**src/rtl/switch_conditioner.sv**
```systemverilog
// Switch conditioner in front of picoMips. Synchronises SW[8:0], debounces the SW[8] handshake,
// and freezes SW[7:0] while a handshake is in progress.
module switch_conditioner #(
    parameter int unsigned DEBOUNCE_CYCLES = 500000,
    parameter int unsigned CNT_W           = 19
) (
    input  logic       Clock,
    input  logic       nReset,
    input  logic [8:0] SW_raw,
    output logic [8:0] SW_clean,
    output logic       SW8_rise,
    output logic       SW8_fall,
    output logic       busy
);

    typedef enum logic [1:0] {
        ST_LOW,
        ST_RISE_WAIT,
        ST_HIGH,
        ST_FALL_WAIT
    } state_e;

    localparam logic [CNT_W-1:0] CNT_LAST = CNT_W'(DEBOUNCE_CYCLES - 1);

    logic [8:0]       sync1_q, sync2_q;
    state_e           state_q, state_d;
    logic [CNT_W-1:0] cnt_q, cnt_d;
    logic [8:0]       clean_q, clean_d;
    logic             rise_q, rise_d;
    logic             fall_q, fall_d;

    always_comb begin
        // NOTE: every output of this block gets a default first, so no path can infer a latch.
        state_d = state_q;
        cnt_d   = cnt_q;
        unique case (state_q)
            ST_LOW: begin
                if (sync2_q[8]) begin
                    state_d = ST_RISE_WAIT;
                    cnt_d   = '0;
                end
            end
            ST_RISE_WAIT: begin
                if (!sync2_q[8])            state_d = ST_LOW;
                else if (cnt_q == CNT_LAST) state_d = ST_HIGH;
                else                        cnt_d   = cnt_q + CNT_W'(1);
            end
            ST_HIGH: begin
                if (!sync2_q[8]) begin
                    state_d = ST_FALL_WAIT;
                    cnt_d   = '0;
                end
            end
            ST_FALL_WAIT: begin
                if (sync2_q[8])             state_d = ST_HIGH;
                else if (cnt_q == CNT_LAST) state_d = ST_LOW;
                else                        cnt_d   = cnt_q + CNT_W'(1);
            end
            default: state_d = ST_LOW;
        endcase
    end

    // Data tracks only while idle LOW; the captured value is what the core loads on the handshake.
    always_comb begin
        clean_d[8]   = (state_d == ST_HIGH) || (state_d == ST_FALL_WAIT);
        clean_d[7:0] = (state_q == ST_LOW) ? sync2_q[7:0] : clean_q[7:0];
        rise_d       = (state_q == ST_RISE_WAIT) && (state_d == ST_HIGH);
        fall_d       = (state_q == ST_FALL_WAIT) && (state_d == ST_LOW);
    end

    always_ff @(posedge Clock or negedge nReset) begin
        if (!nReset) begin
            sync1_q <= '0;
            sync2_q <= '0;
            state_q <= ST_LOW;
            cnt_q   <= '0;
            clean_q <= '0;
            rise_q  <= 1'b0;
            fall_q  <= 1'b0;
        end else begin
            // NOTE: non-blocking assignments let sync1/sync2 shift as a real two-flop chain.
            sync1_q <= SW_raw;
            sync2_q <= sync1_q;
            state_q <= state_d;
            cnt_q   <= cnt_d;
            clean_q <= clean_d;
            rise_q  <= rise_d;
            fall_q  <= fall_d;
        end
    end

    assign SW_clean = clean_q;
    assign SW8_rise = rise_q;
    assign SW8_fall = fall_q;
    assign busy     = (state_q == ST_RISE_WAIT) || (state_q == ST_FALL_WAIT);

endmodule

```
**config.mk**
```make
export PLATFORM = sky130hd
export DESIGN_NAME = switch_conditioner
export DESIGN_NICKNAME = d
export VERILOG_FILES = /design/src/rtl/switch_conditioner.sv
export SDC_FILE = /design/constraint.sdc
export NUM_CORES = 1
export LEC_CHECK = 0
export CAP_MARGIN = 20
export CORE_UTILIZATION = 45
export DETAILED_ROUTE_END_ITERATION = 10
export PLACE_DENSITY = 0.78
export SLEW_MARGIN = 20
export SYNTH_ARGS = -nofsm -noshare
export SYNTH_HDL_FRONTEND = slang
export SYNTH_SLANG_ARGS = --single-unit
```
**constraint.sdc**
```tcl
create_clock -name Clock -period 4.3 [get_ports Clock]
set_input_delay 0.645 -clock Clock [delete_from_list [all_inputs] [get_ports Clock]]
set_output_delay 0.645 -clock Clock [all_outputs]
set_load 0.1 [all_outputs]
```
==> results of run 1 <==
## flip-flops by register name, indices dropped and copies added (netlist names)
signal	flops
state_q	1
SW_clean	9
sync2_q	9
cnt_q	19
SW8_fall	1
sync1_q	9
SW8_rise	1
## where the power goes
part	internal, W	switching [W]
sequential	0.000487	0.0000319
clock	0.000133	0.000161
combinational	0.0000456	0.0000942
total	0.000665	0.000287
## layer usage
layer,vias to the layer above,global-route usage
met5,-,0
met2,27,0.292
met1,751,0.214
li1,692,-
met3,7,0.0375
met4,0,0.107
## per-stage QoR
step / instance area [um2] / hold slack (ns) / utilization / std cells / setup slack [ns]
6_report: 2560 / 0.328 / 0.541 / 266 / 1.29
5_1_grt: 2560 / 0.360 / 0.541 / 266 / 1.23
4_1_cts: 2550 / 0.357 / 0.539 / 266 / 1.30
3_5_place_dp: 2450 / 0.335 / 0.518 / 258 / 1.65
3_3_place_gp: 2450 / 0.332 / 0.518 / 258 / 1.63
2_1_floorplan: 2220 / 0.331 / - / 181 / 2.46
## cells by family after synthesis
group	count (synthesis)	share of synthesized area
AND/OR/NAND/NOR	65	0.206
flip-flops	49	0.552
AO/OA/AOI/OAI	29	0.101
buffers and inverters	18	0.0422
multiplexers	17	0.0823
XOR/XNOR	2	0.0113
adder cells (fa/ha/maj)	1	0.00563
## synthesized netlist by cell type (4+ instances only)
master and n:
buf_2 5, mux2i_1 7, nand2_1 16, a21o_1 4, mux2_2 10, inv_1 6
nor3_1 7, nor2_1 7, nor4_1 4, nand3_1 5, dfrtp_1 49
## cell type report
| cell class | instances | area share |
|---|---|---|
| Sequential cell | 49 | 0.479 |
| Multi-Input combinational cell | 114 | 0.355 |
| Timing Repair Buffer | 22 | 0.0851 |
| Tap cell | 67 | 0.0328 |
| Clock buffer | 6 | 0.0323 |
| Inverter | 6 | 0.00881 |
| Clock inverter | 2 | 0.00636 |
## how the worst min path moves through the flow
stage	start	endpoint	slack, ns
3_5_place_dp	sync1_q[5]	sync2_q[5]	0.33
2_1_floorplan	sync1_q[0]	sync2_q[0]	0.33
5_1_grt	sync1_q[1]	sync2_q[1]	0.36
4_1_cts	sync1_q[5]	sync2_q[5]	0.36
6_report	nReset	sync1_q[2]	0.33
3_3_place_gp	sync1_q[3]	sync2_q[3]	0.33
==> impl_metrics.toml, run 1 <==
[run_status]
status = "completed"

[route]
wl_met2_um = 2070
drc = 0
wirelength_um = 3990
wl_met3_um = 120
wire_per_inst_um = 15.0
top_layer = "met4"
drt_iter0_drc = 81
routed_via_density = 5.55
num_vias = 1477
postRouteAntennaNets = 0
wl_met1_um = 1710
dr.pass1.iters = 4

[floorplanning]
die_area_um2 = 5220
die_w_um = 72.3
rows = 25
start_util = 0.470
core_um2 = 4720
die_y_um = 72.3
ios = 23

[logic_synthesis]
synth-async-reset-ratio = 1.00
postSynthAreaPerCell_um2 = 12.3
synth_top_area_frac = 0.552
synth_nets = 193
ys_seq_elements = 49
ys_seq_area_frac = 0.552
synth_flop_cell = "dfrtp_1"
yosys-top-cells-area = "dfrtp_1 (55%), mux2_2 (5.1%), mux2i_1 (3.2%), nor4_4 (2.9%), nand2_1 (2.7%)"
yosysWarnings = 0
synth.distinct_cells = 45
yosysTopAreaCell = "dfrtp_1"
netlist_area_um2 = 2220
syn-instance-count = 181
synth_enable_flop_cells = 0

[global_route]
grt_overflow = 0
grt_pass1_vias = 1492
grt_max_degree = 50
track_usage = 0.177
grt_pass1_wl_um = 6950
antenna_found_initial = 0

[cts]
cts_resized = 0
cts.sinks = 49
clockRootBuffer = "clkbuf_8"
path_clk_slew_ns = 0.09
cts_tree = "done"
ctsHoldBuffers = 0
cts_buffer_depth = 2
insertion_delay_ns = 0.31
cts_inserted_buffers = 5
cts_max_level = 2
post-cts-setup-buffers = 0

[critical_path]
crit_type = "flip-flop to output pin"
crit_path_start_kind = "flip-flop"
critPathMaxFanout = 22
end_kind = "output pin"
reg2reg_slack_ns = 2.10
max_stage_delay_ns = 1.26
crit_chain = "clkdlybuf4s50_1"
cp_slowest_cell = "clkdlybuf4s50_1"
cpLargestDelayFamily = "buffers and inverters"
crit_end = "busy"
cp.buffers_inverters = 1
reg2reg_depth = 4
timing.rr.end = "cnt_q[0]"
cp.arrival_ns = 2.36
cp.depth = 1
r2r_start = "state_q[0]"
cp.required_ns = 3.65
cp-startpoint = "state_q[0]"

[sta]
finalSetupViolations = 0
drv_slew = 0
final_hold_viol_count = 0
tightestPinTransition_ns = 0.982
setup_tns_ns = 0
slew_headroom = 0.344
rsz0062_at_grt = "no"
period_share = 0.699
fmax_mhz = 333
fin_crit_ns = 3.01
skew_ns = 0.00910

[place]
place_congestion = 0.830
dp_hpwl_um = 2560
portBuffers = 22

[final_layout]
final_common_cell = "dfrtp_1"
antennaDiodeCount = 0
final_cell_mix = "dfrtp_1 (49), clkdlybuf4s50_1 (21), nand2_1 (16)"
nNetsFinal = 210
area_delta_synth_final_pct = 15.2
drive_above_1_share = 0.176
multi_input_area_um2 = 908
fillers = 407
seqCellArea_um2 = 1230

[flow_run]
maxCapViolations = 0

[power_and_ir_drop]
pwr_density_cell_nw_per_um2 = 372
ir_drop_uv = 295
power_leakage_nw = 1.14
p_total_w = 0.000952

[worst_hold_path]
hold_path_class = "input pin to async pin"
Power figures use the tool's default switching activity.
==> run 2: changes to the inputs <==
- PLACE_DENSITY: 0.78 -> 0.8
- clock period: 4.3 -> 2.6 ns (I/O delays scaled with it)
==> run 2 against run 1 <==
  * Register-to-register slack worse by 1.3 ns
  * Die area unchanged
  * Worst setup slack worse by 0.52 ns
  * Sequential share of layout area down 0.46 points
  * Flip-flop and latch count unchanged
  * First-iteration DRC count up 110%
==> impl_metrics.toml, run 2 (synthesis results as in run 1) <==
[power_and_ir_drop]
power_leakage_nw = 1.19
seqPwrFrac = 0.519
pwr_density_cell_nw_per_um2 = 638
power.share.clock = 0.339
comb_power_share = 0.141
ir_drop_uv = 311
swShare = 0.286
p_int_w = 0.00118
power_switching_w = 0.000471

[critical_path]
cp.required_ns = 2.80
cp.arrival_ns = 2.03
reg2reg_slack_ns = 0.77
crit_type = "flip-flop to flip-flop"
critPathMaxFanout = 16
crit_path_start_kind = "flip-flop"
end_kind = "flip-flop"

[global_route]
track_usage = 0.174
grt_max_degree = 24
grt_pass1_wl_um = 6870
grt_overflow = 0
antenna_found_initial = 0
grt_pass1_vias = 1397

[final_layout]
top_register = "cnt_q"
nNetsFinal = 216
fin_cells = 272
largest_register_ffs = 19
antennaDiodeCount = 0
final_common_cell = "dfrtp_1"
drive_above_1_share = 0.254
fillers = 407
area_delta_synth_final_pct = 16.3
final_cell_mix = "dfrtp_1 (49), buf_4 (18), nand2_1 (16)"

[sta]
fmax_mhz = 547
fin_crit_ns = 1.83
final_hold_viol_count = 0
setup_tns_ns = 0
finalSetupViolations = 0
rsz0062_at_grt = "no"
tightestPinTransition_ns = 0.676
drv_slew = 0
period_share = 0.704
slew_headroom = 0.548
skew_ns = 0.00684

[run_status]
status = "completed"

[floorplanning]
rows = 25
die_area_um2 = 5220
start_util = 0.470
die_w_um = 72.3
ios = 23
die_y_um = 72.3
core_um2 = 4720

[cts]
cts_resized = 0
clockRootBuffer = "clkbuf_8"
cts_max_level = 2
cts_inserted_buffers = 5
cts_tree = "done"
cts_buffer_depth = 2
path_clk_slew_ns = 0.09
ctsHoldBuffers = 0
cts.sinks = 49
insertion_delay_ns = 0.31
post-cts-setup-buffers = 0

[route]
postRouteAntennaNets = 0
num_vias = 1479
drc = 0
routed_via_density = 5.44
wire_per_inst_um = 14.7
wirelength_um = 3990
dr.pass1.iters = 4
drt_iter0_drc = 168

[worst_hold_path]
hold_path_class = "input pin to async pin"

[flow_run]
maxCapViolations = 0

[place]
place_congestion = 0.840
placedCellCount = 264
portBuffers = 22
dp_hpwl_um = 2700
## run 2: metal layers
metal	global-route usage	wire (um)
met5	0	0
met1	0.237	1780
met3	0.0292	161
met4	0.0784	65
met2	0.276	1980
## run 2: per-stage QoR
stage          setup WS (ns)  area [um2]  total power (W)   util  hold slack, ns
3_3_place_gp           0.830        2460          0.00110  0.522           0.332
3_5_place_dp           0.821        2460          0.00111  0.522           0.335
2_1_floorplan          0.972        2220          0.00104      -          0.0944
6_report               0.771        2580          0.00165  0.547          0.0293
5_1_grt                0.611        2580          0.00171  0.547          0.0756
4_1_cts                0.790        2580          0.00167  0.547          0.0477
## run 2: layout make-up
class                           count  area [um2]  share of cell area
Timing Repair Buffer               28         230              0.0891
Clock inverter                      3        50.0              0.0194
Multi-Input combinational cell    114         901               0.349
Sequential cell                    49        1230               0.475
Inverter                            6        22.5             0.00872
Clock buffer                        5        68.8              0.0266
Tap cell                           67        83.8              0.0325
## run 2: worst paths after layout
path | to | cells past startpoint | startpoint
hold / removal | cnt_q[15] | 1 | nReset
setup reg to reg | cnt_q[0] | 4 | state_q[0]
setup / recovery | cnt_q[0] | 4 | state_q[0]
max in group asynchronous | sync1_q[1] | 2 | nReset
hold reg to reg | sync2_q[1] | 0 | sync1_q[1]
min in group Clock | sync2_q[1] | 0 | sync1_q[1]
## run 2: critical path: stages (launching register included)
cell and delay (ns):
dfrtp_1 0.65, and4b_1 0.29, nand4_2 0.13, o21ai_4 0.29, mux2_2 0.37
## run 2: power by group through the flow
stage,Sequential [W],Clock (W),Combinational (W)
after detailed placement,0.000871,0,0.000236
after global placement,0.000868,0,0.000234
after CTS,0.000856,0.000574,0.000236
after global routing,0.000863,0.000598,0.000250
after floorplan,0.000932,0,0.000106
final,0.000855,0.000558,0.000233
